File: src/rtl/serial_subtract_ctrl_pkg.sv
// Shared definitions for the bit-serial subtraction controller.
// It holds the state encoding and the counter-width helper.
package serial_subtract_ctrl_pkg;

  localparam logic [1:0] ST_IDLE = 2'd0;
  localparam logic [1:0] ST_RUN  = 2'd1;
  localparam logic [1:0] ST_DONE = 2'd2;

  // The counter must be able to hold WIDTH, because it increments once more on the last bit.
  function automatic int cnt_width(input int w);
    return $clog2(w + 1);
  endfunction

endpackage

File: src/rtl/full_subtracter.sv
// One-bit full subtracter: computes d = a - b - bin and produces the borrow out.
module full_subtracter (
  input  logic a,
  input  logic b,
  input  logic bin,
  output logic d,
  output logic bout
);

  assign d    = a ^ b ^ bin;
  assign bout = (~a & b) | (~(a ^ b) & bin);

endmodule

File: src/rtl/serial_subtract_ctrl.sv
// Bit-serial a - b controller. It drives one full_subtracter LSB first over WIDTH cycles.
// Defining SERIAL_SUB_FLAGS_EN adds registered zero/lt result flags.
module serial_subtract_ctrl
  import serial_subtract_ctrl_pkg::*;
#(
  parameter int WIDTH = 8
) (
  input  logic             clk,
  input  logic             rst,
  input  logic             start,
  input  logic [WIDTH-1:0] a,
  input  logic [WIDTH-1:0] b,
  output logic             busy,
  output logic             done,
  output logic [WIDTH-1:0] diff,
`ifdef SERIAL_SUB_FLAGS_EN
  output logic             zero,
  output logic             lt,
`endif
  output logic             bout
);

  localparam int CNT_W = cnt_width(WIDTH);

  logic [1:0]       state_reg, state_next;
  logic [WIDTH-1:0] a_sr, b_sr, res_sr, res_shift;
  logic             borrow_reg;
  logic [CNT_W-1:0] cnt_reg;
  logic             fs_d, fs_bout, last_bit;
`ifdef SERIAL_SUB_FLAGS_EN
  logic             or_acc_reg;
`endif

  full_subtracter u_fs (
    .a    (a_sr[0]),
    .b    (b_sr[0]),
    .bin  (borrow_reg),
    .d    (fs_d),
    .bout (fs_bout)
  );

  assign last_bit = (cnt_reg == CNT_W'(WIDTH - 1));

  // The new bit enters at the MSB. This form also covers WIDTH == 1.
  always_comb begin
    res_shift            = res_sr >> 1;
    res_shift[WIDTH-1]   = fs_d;
  end

  always_ff @(posedge clk or posedge rst) begin
    if (rst) state_reg <= ST_IDLE;
    else     state_reg <= state_next;
  end

  always_comb begin
    state_next = state_reg;
    case (state_reg)
      ST_IDLE: if (start) state_next = ST_RUN;
      ST_RUN:  if (last_bit) state_next = ST_DONE;
      ST_DONE: state_next = ST_IDLE;
      default: state_next = ST_IDLE;
    endcase
  end

  always_comb begin
    busy = (state_reg == ST_RUN);
    done = (state_reg == ST_DONE);
  end

  always_ff @(posedge clk or posedge rst) begin
    if (rst) begin
      a_sr       <= '0;
      b_sr       <= '0;
      res_sr     <= '0;
      borrow_reg <= 1'b0;
      cnt_reg    <= '0;
      diff       <= '0;
      bout       <= 1'b0;
`ifdef SERIAL_SUB_FLAGS_EN
      or_acc_reg <= 1'b0;
      zero       <= 1'b0;
      lt         <= 1'b0;
`endif
    end else begin
      case (state_reg)
        ST_IDLE: if (start) begin
          a_sr       <= a;
          b_sr       <= b;
          borrow_reg <= 1'b0;
          cnt_reg    <= '0;
`ifdef SERIAL_SUB_FLAGS_EN
          or_acc_reg <= 1'b0;
`endif
        end
        ST_RUN: begin
          a_sr       <= a_sr >> 1;
          b_sr       <= b_sr >> 1;
          res_sr     <= res_shift;
          borrow_reg <= fs_bout;
          cnt_reg    <= cnt_reg + CNT_W'(1);
`ifdef SERIAL_SUB_FLAGS_EN
          or_acc_reg <= or_acc_reg | fs_d;
`endif
          // The result is captured from the final bit's values so that it is valid during DONE.
          if (last_bit) begin
            diff <= res_shift;
            bout <= fs_bout;
`ifdef SERIAL_SUB_FLAGS_EN
            zero <= ~(or_acc_reg | fs_d);
            lt   <= fs_bout;
`endif
          end
        end
        default: ;
      endcase
    end
  end

endmodule
File: config.mk
export PLATFORM = sky130hd
export DESIGN_NAME = serial_subtract_ctrl
export DESIGN_NICKNAME = d
export VERILOG_FILES = /design/src/rtl/serial_subtract_ctrl_pkg.sv /design/src/rtl/full_subtracter.sv /design/src/rtl/serial_subtract_ctrl.sv
export SDC_FILE = /design/constraint.sdc
export NUM_CORES = 1
export LEC_CHECK = 0
export ABC_AREA = 1
export CAP_MARGIN = 0
export CELL_PAD_IN_SITES_DETAIL_PLACEMENT = 1
export CELL_PAD_IN_SITES_GLOBAL_PLACEMENT = 1
export CORE_MARGIN = 3
export CORE_UTILIZATION = 30
export DETAILED_ROUTE_END_ITERATION = 7
export GPL_ROUTABILITY_DRIVEN = 0
export PLACE_DENSITY = 0.66
export SETUP_SLACK_MARGIN = 0.1
export SKIP_LAST_GASP = 1
export SLEW_MARGIN = 40
export SYNTH_ARGS = -nofsm -noshare
export SYNTH_HDL_FRONTEND = slang
export SYNTH_SLANG_ARGS = --single-unit
File: constraint.sdc
create_clock -name clk -period 1.5 [get_ports clk]
set_input_delay 0.3 -clock clk [delete_from_list [all_inputs] [get_ports clk]]
set_output_delay 0.3 -clock clk [all_outputs]
set_load 0.02 [all_outputs]
* Word level (Yosys, flattened, before mapping)
Cells that the tools add are included.
** Storage, ports and cells
- Register bits :: 40
- Bits of input ports :: 19
- Output and inout bits :: 11
- Logic and storage cells :: 37
** Cells by class
- $add $sub $neg :: 1
- Equal/unequal tests :: 5
- Mux-type cells :: 11
- Bitwise gates (word level) :: 7
- Reductions and logical operators :: 5
** Operator list (count)
- one-hot mux 8 bit (2 select lines) :: 2
- 2-to-1 mux 8 bit :: 2
- one-hot mux 4 bit (2 select lines) :: 1
- AND reduction 2 bit :: 3
- adder 4 x 1 -> 4 bit, second input constant :: 1
- == test 4 x 3 -> 1 bit, second input constant :: 1
- 2-to-1 mux 2 bit :: 2
- 2-to-1 mux 4 bit :: 1
- one-hot mux 2 bit (2 select lines) :: 1
- AND 1 bit :: 2
- == test 2 x 1 -> 1 bit, second input constant :: 1
- == test 2 bit, second input constant :: 1
- zero test 2 bit :: 1
- != test 2 x 1 -> 1 bit, second input constant :: 1
- != test 2 bit, second input constant :: 1
- inverter 1 bit :: 2
- one-hot mux 1 bit (2 select lines) :: 1
- nonzero test 2 bit :: 1
- bitwise XOR 1 bit :: 2
- 2-to-1 mux 1 bit :: 1
- bitwise OR 1 bit :: 1

* Depth between registers and ports, before layout
Gate-level depths: netlist (run 1).
- Depth in word-level cells :: 5
- Depth in mapped cells :: 6
- Gate-level depth less buffers :: 6

* By module
A second synthesis (run 1) with hierarchy kept.
** Unflattened totals
- Cells, all modules :: 194
- Area total of the unflattened synthesis :: 1707.9 µm²
** By module, submodules not included
- serial_subtract_ctrl :: instances 1, cells an instance 190, area an instance 1676.6 µm², seq. area each 975.9 µm²
- full_subtracter :: instances 1, cells an instance 4, area an instance 31.3 µm², seq. area each 0.0 µm²

* Worst setup path after synthesis (run 1)
Ideal clock, no wire load.
- Path kind :: reg2reg
- Start :: reg cnt_reg[0]
- End :: reg bout
- Setup time :: 117 ps
- Data arrival time :: 1005 ps
- Data required time :: 1383 ps
- Slack :: 378 ps
- Stages on the path, launching flop included :: 7
- Buffers on the path :: 1
- Clock period less this slack :: 1122 ps
- Cells stage by stage :: dfrtp_1 -> ha_1 -> nand2_1 -> nor2_2 -> buf_4 -> nand3b_1 -> nand2_1
** Between the ends
- Cells in the longest elaborated chain, start to end :: 2
** RTL lines
- start, declared :: line serial_subtract_ctrl.sv:28 : logic [CNT_W-1:0] cnt_reg;
- start signal, assigned :: line serial_subtract_ctrl.sv:100 : cnt_reg <= cnt_reg + CNT_W'(1);
- == test 4 x 3 -> 1 bit :: line serial_subtract_ctrl.sv:42 : assign last_bit = (cnt_reg == CNT_W'(WIDTH - 1));
- AND reduction 2 bit (no source line)
- end signal, assigned :: line serial_subtract_ctrl.sv:107 : bout <= fs_bout;
- end, declared :: line serial_subtract_ctrl.sv:20 : output logic bout
Every way passes these cells.
A chain may end at the register's enable or synchronous reset.

* Worst setup path after layout (run 1)
- Start :: reg state_reg[1]
- End :: out busy
** Between the ends
- Cells in the longest elaborated chain, start to end :: 1
** RTL lines
- start, declared :: line serial_subtract_ctrl.sv:25 : logic [1:0] state_reg, state_next;
- start signal, assigned :: line serial_subtract_ctrl.sv:52 : else state_reg <= state_next;
- == test 2 x 1 -> 1 bit :: line serial_subtract_ctrl.sv:66 : busy = (state_reg == ST_RUN);
- end, declared :: line serial_subtract_ctrl.sv:13 : output logic busy,
Every way passes these cells.

==> run metrics, run 1 <==
outcome=complete, no violations; DRT iter0 DRCs=between 80 and 90; drt drc=0; share of cells above drive strength 1=approximately 11%; Area Overhead vs Synth=26.7%; H-tree depth=2; Crit-path slowest cell=dfrtp_1; FF/Latch Area=approximately 980 sq um; Chip Width=81.8 um; Initial Util=between 30% and 40%; Worst-Skew Late Latency=0.29 ns; fmax=0.766 GHz; Worst EP arrival=about 1 ns; top flop regs=a_sr x8, b_sr x8, diff x8; placed instance count=290; reg-to-reg setup timing slack=approximately 0.24 ns; Post-Layout Cell Count=298; Congestion Overflow GR=0; Worst-path clk slew=about 0.070 ns; clk buf depth=2; Die Area=6680 sq um; Ys Warns=0; setup violators final=0; crit-path cells=inv_2 -> nand2_2 -> inv_4 -> buf_2; Crit Path Class=flip-flop to primary output; Buf/Inv on CP=3; Post-DP HPWL=2710 um; CTS Buf Count=5; mean routed wirelength per cell=13.1 um; CORE AREA=5340 sq um; synthesized area=1720 sq um; final-report hold violation count=0; NumNets Final=248; Pwr Density=roughly 2000 nW/um^2; fin crit period=1.31 ns; TNS Setup=0 ns; Detailed Routing Iterations Pass 1=4; initial antenna violation count=0; # IOs=30; hold_buf cts=0; ANT cells=0; library cells used by synthesis=21; Mapped Nets=213; wirelength, routed=3900 um; Via Count=1370; post-synthesis sequential area ratio=~57%; Clk Tree Root Cell=clkbuf_8; Port Buffer Count=29; period utilisation layout=87.1%; max-slew violations=0; CP endpoint kind=primary output; CP max stage delay=0.38 ns; vias in the first global route=1488; first-pass GRT wire length=6860 um; required time of the critical path=1.20 ns; startpoint type of the worst setup path=flip-flop; FF+latch count, synth=39; GRT Total Usage=13.5%; Site Rows=26; Pwr Total=4.25 mW; worst r2r src=b_sr[0]; Routed Antenna Nets=0; Worst Tran Pin Value=approximately 0.32 ns; RSZ-0062 raised after global routing=no; Hold Crit Class=input pin to asynchronous set/reset pin; skew final=0.0129 ns; Fillers=between 600 and 700; Setup Buffers After CTS=0; Max-Cap Viols=0; Clock Sinks=39; commonest cells after routing, fill and taps aside=nand2_1, nand3_1, dfrtp_1; vias per cell=between 4 and 5; largest net degree at the start of global routing=40; peak fanout along the critical path=3; Synth Instances=192; CP Launch Point=state_reg[1]; area taken by multi-input logic gates=638 sq um; die height=81.8 um; Max-Slew Margin vs Limit=between 70 and 80%; Min Hold Slack=0.375 ns; CTS tree=built; Peak VDD IR=637 uV; average size of a mapped cell=8.97 sq um; CP delay by family, top=flip-flops; LEAKAGE=1.09 nW; commonest non-fill, non-tap cell in the layout=nand2_1
[kinds of logic after synthesis]
logic type	count (synthesis)	synth area share [%]
adder cells (fa/ha/maj)	2	1.89
AND/OR/NAND/NOR	127	32.1
AO/OA/AOI/OAI	6	2.54
flip-flops	39	56.7
buffers and inverters	18	6.83
[area by class of cell]
| cell class | instances | share of cell area, % |
|---|---|---|
| Tap cell | 70 | 4.02 |
| Multi-Input combinational cell | 135 | 29.3 |
| Clock buffer | 7 | 3.50 |
| Clock inverter | 1 | 0.229 |
| Inverter | 8 | 1.49 |
| Timing Repair Buffer | 38 | 16.8 |
| Sequential cell | 39 | 44.8 |
[Yosys cell counts]
cell / number / area, sq um
nand2_1: 75 / 282
nand3_1: 43 / 215
dfrtp_1: 39 / 976
inv_1: 6 / 22.5
buf_4: 4 / 30.0
buf_6: 4 / 45.0
nor2_1: 3 / 11.3
o21ai_0: 3 / 15.0
buf_2: 2 / 10.0
nand2_2: 2 / 12.5
a21oi_1: 1 / 5.00
fa_1: 1 / 20.0
ha_1: 1 / 12.5
inv_2: 1 / 3.75
inv_4: 1 / 6.26
nand3b_1: 1 / 7.51
nand4_1: 1 / 6.26
nor2_2: 1 / 6.26
nor2_4: 1 / 11.3
o21bai_2: 1 / 11.3
o22ai_2: 1 / 12.5
[layer usage]
| metal | GRT usage, % | part of all wire (%) |
|---|---|---|
| met3 | 2.96 | 2.3 |
| met5 | 0 | 0 |
| met1 | 16.5 | 47 |
| met4 | 4.98 | 1.5 |
| met2 | 23.1 | 50 |
[path summary, 6_finish.rpt]
path / to / depth (start not counted)
worst min register to register: diff[0] / 2
worst min-delay path: diff[5] / 3
worst max register to register: diff[7] / 4
worst max-delay path: busy / 4
min in group clk: diff[0] / 2
max in group asynchronous: a_sr[2] / 3
[power breakdown]
| group | total (mW) | switching (mW) | internal, mW |
|---|---|---|---|
| sequential | 1.81 | 0.293 | 1.52 |
| combinational | 1.77 | 1.08 | 0.684 |
| clock | 0.678 | 0.352 | 0.326 |
[worst register-to-register path: cells and delay by family, from the launching register on]
kind | cells | cell delay (ns)
flops | 1 | 0.38
fa+ha+maj | 1 | 0.57
buf+inv | 1 | 0.08
simple gates | 2 | 0.17
[repair_timing]
| item | CTS | global route |
|---|---|---|
| setup endpoints to repair | 18 | 9 |
| gates resized for setup | 15 | 4 |
| pin swaps | 0 | 0 |
[metrics by stage]
step	setup WS, ns	instance area, sq um	utilization (%)
after global placement	0.0502	2110	39.5
after CTS	0.00791	2170	40.8
final	0.194	2180	40.9
after floorplan	0.311	1720	-
after global routing	0.116	2180	40.9
after detailed placement	0.0540	2110	39.5
Power figures use the tool's default switching activity.
==> run 2: changes to the inputs <==
- ABC_AREA: 1 -> not set
- CTS_BUF_LIST: not set -> sky130_fd_sc_hd__clkbuf_16
- PLACE_DENSITY: 0.66 -> 0.64
==> run 2 against run 1 <==
Against the previous run: the run now ends with negative setup slack left; clock power grew 77%; cell count shrank 3.7%; via count grew 2.6%; clock-buffer cell count shrank 2; power grew 16%; register-to-register slack lost 0.25 ns.
==> run metrics, run 2 <==
outcome=finished, violations left; failing checks=negative setup slack; mean routed wirelength per cell=15.8 um; vias per cell=4.90; Primary FF master, synth=dfrtp_1; Post-DP HPWL=3000 um; Post-synth top cells=dfrtp_1, nand2_1, o21ai_0; Congestion Overflow GR=0; vias in the first global route=1508; # IOs=30; Setup WS pre-CTS=-0.183 ns; Worst-path clk slew=~0.06 ns; CORE AREA=5340 sq um; largest net degree at the start of global routing=40; Initial Util=32.3%; RSZ-0062 raised after global routing=yes; period utilisation layout=100%; fmax=0.664 GHz; die height=81.8 um; placed instance count=270; clk buf depth=2; Port Buffer Count=29; skew final=0.00321 ns; first-pass GRT wire length=7490 um; Post-Layout Cell Count=287; post-synth top area cell=dfrtp_1; setup violators final=7; library cells used by synthesis=25; ys async rst share=100%; share of cells above drive strength 1=between 20 and 30%; H-tree depth=2; FF+latch count, synth=39; GRT Total Usage=15.0%; initial antenna violation count=0; Clk Tree Root Cell=clkbuf_16; Area Overhead vs Synth=49.4%; drt drc=0; Die Area=6680 sq um; cell with the most instances after synthesis=dfrtp_1; synthesized area=1720 sq um; CTS Buf Count=5; Mapped Nets=182; NumNets Final=237; Post-synth EDFFs=0; CTS tree=built; hold_buf cts=0; Worst EP arrival=1.67 ns; ANT cells=0; required time of the critical path=roughly 1.7 ns; Synth Instances=161; DRT iter0 DRCs=49; Ys Warns=0; synth top area cells=dfrtp_1, nand2_1, mux2_2; Via Count=between 1k and 1.5k; wirelength, routed=4520 um; commonest cells after routing, fill and taps aside=dfrtp_1, nand2_1, buf_4; peak fanout along the critical path=5; Final Util=48.2%; Crit Path Class=flip-flop to flip-flop; Hold Crit Class=input pin to asynchronous set/reset pin; LEAKAGE=1.22 nW; top cell type's share of synthesized area=between 50 and 60%; Fillers=584; final-report hold violation count=0; Worst-Skew Late Latency=around 0.28 ns; Pwr Density=1920 nW/um^2; Routed Antenna Nets=0; commonest non-fill, non-tap cell in the layout=dfrtp_1; Max-Cap Viols=0; Max-Slew Margin vs Limit=81.8%; CP endpoint kind=flip-flop; post-synthesis sequential area ratio=56.7%; Pwr Total=4.94 mW; fin crit period=1.51 ns; Worst Tran Pin Value=0.272 ns; startpoint type of the worst setup path=flip-flop; Chip Width=81.8 um; Clock Sinks=39; Final WS setup=-0.00628 ns; average size of a mapped cell=between 10 and 15 sq um; Site Rows=26; Peak VDD IR=648 uV; top flop regs=a_sr x8, b_sr x8, diff x8; max-slew violations=0; Detailed Routing Iterations Pass 1=4
==> run 2: layout make-up <==
class	count	area [sq um]	area share, %
Sequential cell	39	977	38.0
Timing Repair Buffer	57	562	21.8
Inverter	6	22.5	0.875
Clock inverter	3	38.8	1.51
Multi-Input combinational cell	107	759	29.5
Clock buffer	5	125	4.86
Tap cell	70	87.6	3.40
==> run 2: per-layer routing <==
layer | wire length (um) | part of all wire (%) | up-vias | global-route usage [%]
met1 | 1900 | 42 | 701 | 17.7
met4 | 47 | 1.0 | 0 | 4.82
met5 | 0 | 0 | - | 0
li1 | - | - | 667 | -
met3 | 186 | 4.1 | 4 | 4.39
met2 | 2390 | 53 | 34 | 26.0
==> run 2: cell families (layout without fill, tap and decap cells) <==
kind of cell | Yosys count | after routing | share of synthesized area (%)
fa+ha+maj | 2 | 2 | 1.89
buf+inv | 15 | 71 | 4.07
flops | 39 | 39 | 56.7
mux | 10 | 10 | 6.47
compound gates | 43 | 43 | 15.3
simple gates | 52 | 52 | 15.6
==> run 2: repair_timing <==
item	4_1_cts	5_1_grt
resized for setup	28	23
endpoints found under the setup margin	31	27
pin swaps	0	2
cloned	1	1
setup buffers	4	3
==> run 2: path summary, 6_finish.rpt <==
path	start	end	slack, ns	cells after the start
worst min register to register	res_sr[1]	res_sr[1]	0.49	2
max in group asynchronous	rst	state_reg[0]	0.90	3
worst min-delay path	rst	diff[6]	0.39	3
worst max register to register	cnt_reg[1]	diff[5]	-0.006	6
min in group clk	res_sr[1]	res_sr[1]	0.49	2
worst max-delay path	cnt_reg[1]	diff[5]	-0.006	6
==> run 2: metrics by stage <==
step / setup TNS (ns) / area [sq um] / hold WS [ns]
2_1_floorplan: 0 / 1730 / 0.433
3_3_place_gp: -0.920 / 2220 / 0.458
3_5_place_dp: -2.64 / 2220 / 0.470
4_1_cts: -0.0287 / 2470 / 0.403
5_1_grt: -0.610 / 2570 / 0.416
6_report: -0.0202 / 2570 / 0.393
==> run 2: critical path, cell delays in order, from the launching register on <==
cell and delay (ns):
dfrtp_1 0.41, ha_4 0.18, nand2_4 0.06, nor3_4 0.21, buf_6 0.13, buf_12 0.11
mux2_4 0.29
==> run 2: where the power goes <==
part           internal [mW]  switching (mW)
Clock                  0.776           0.425
Sequential              1.46           0.306
Combinational           1.02           0.947
Total                   3.26            1.68
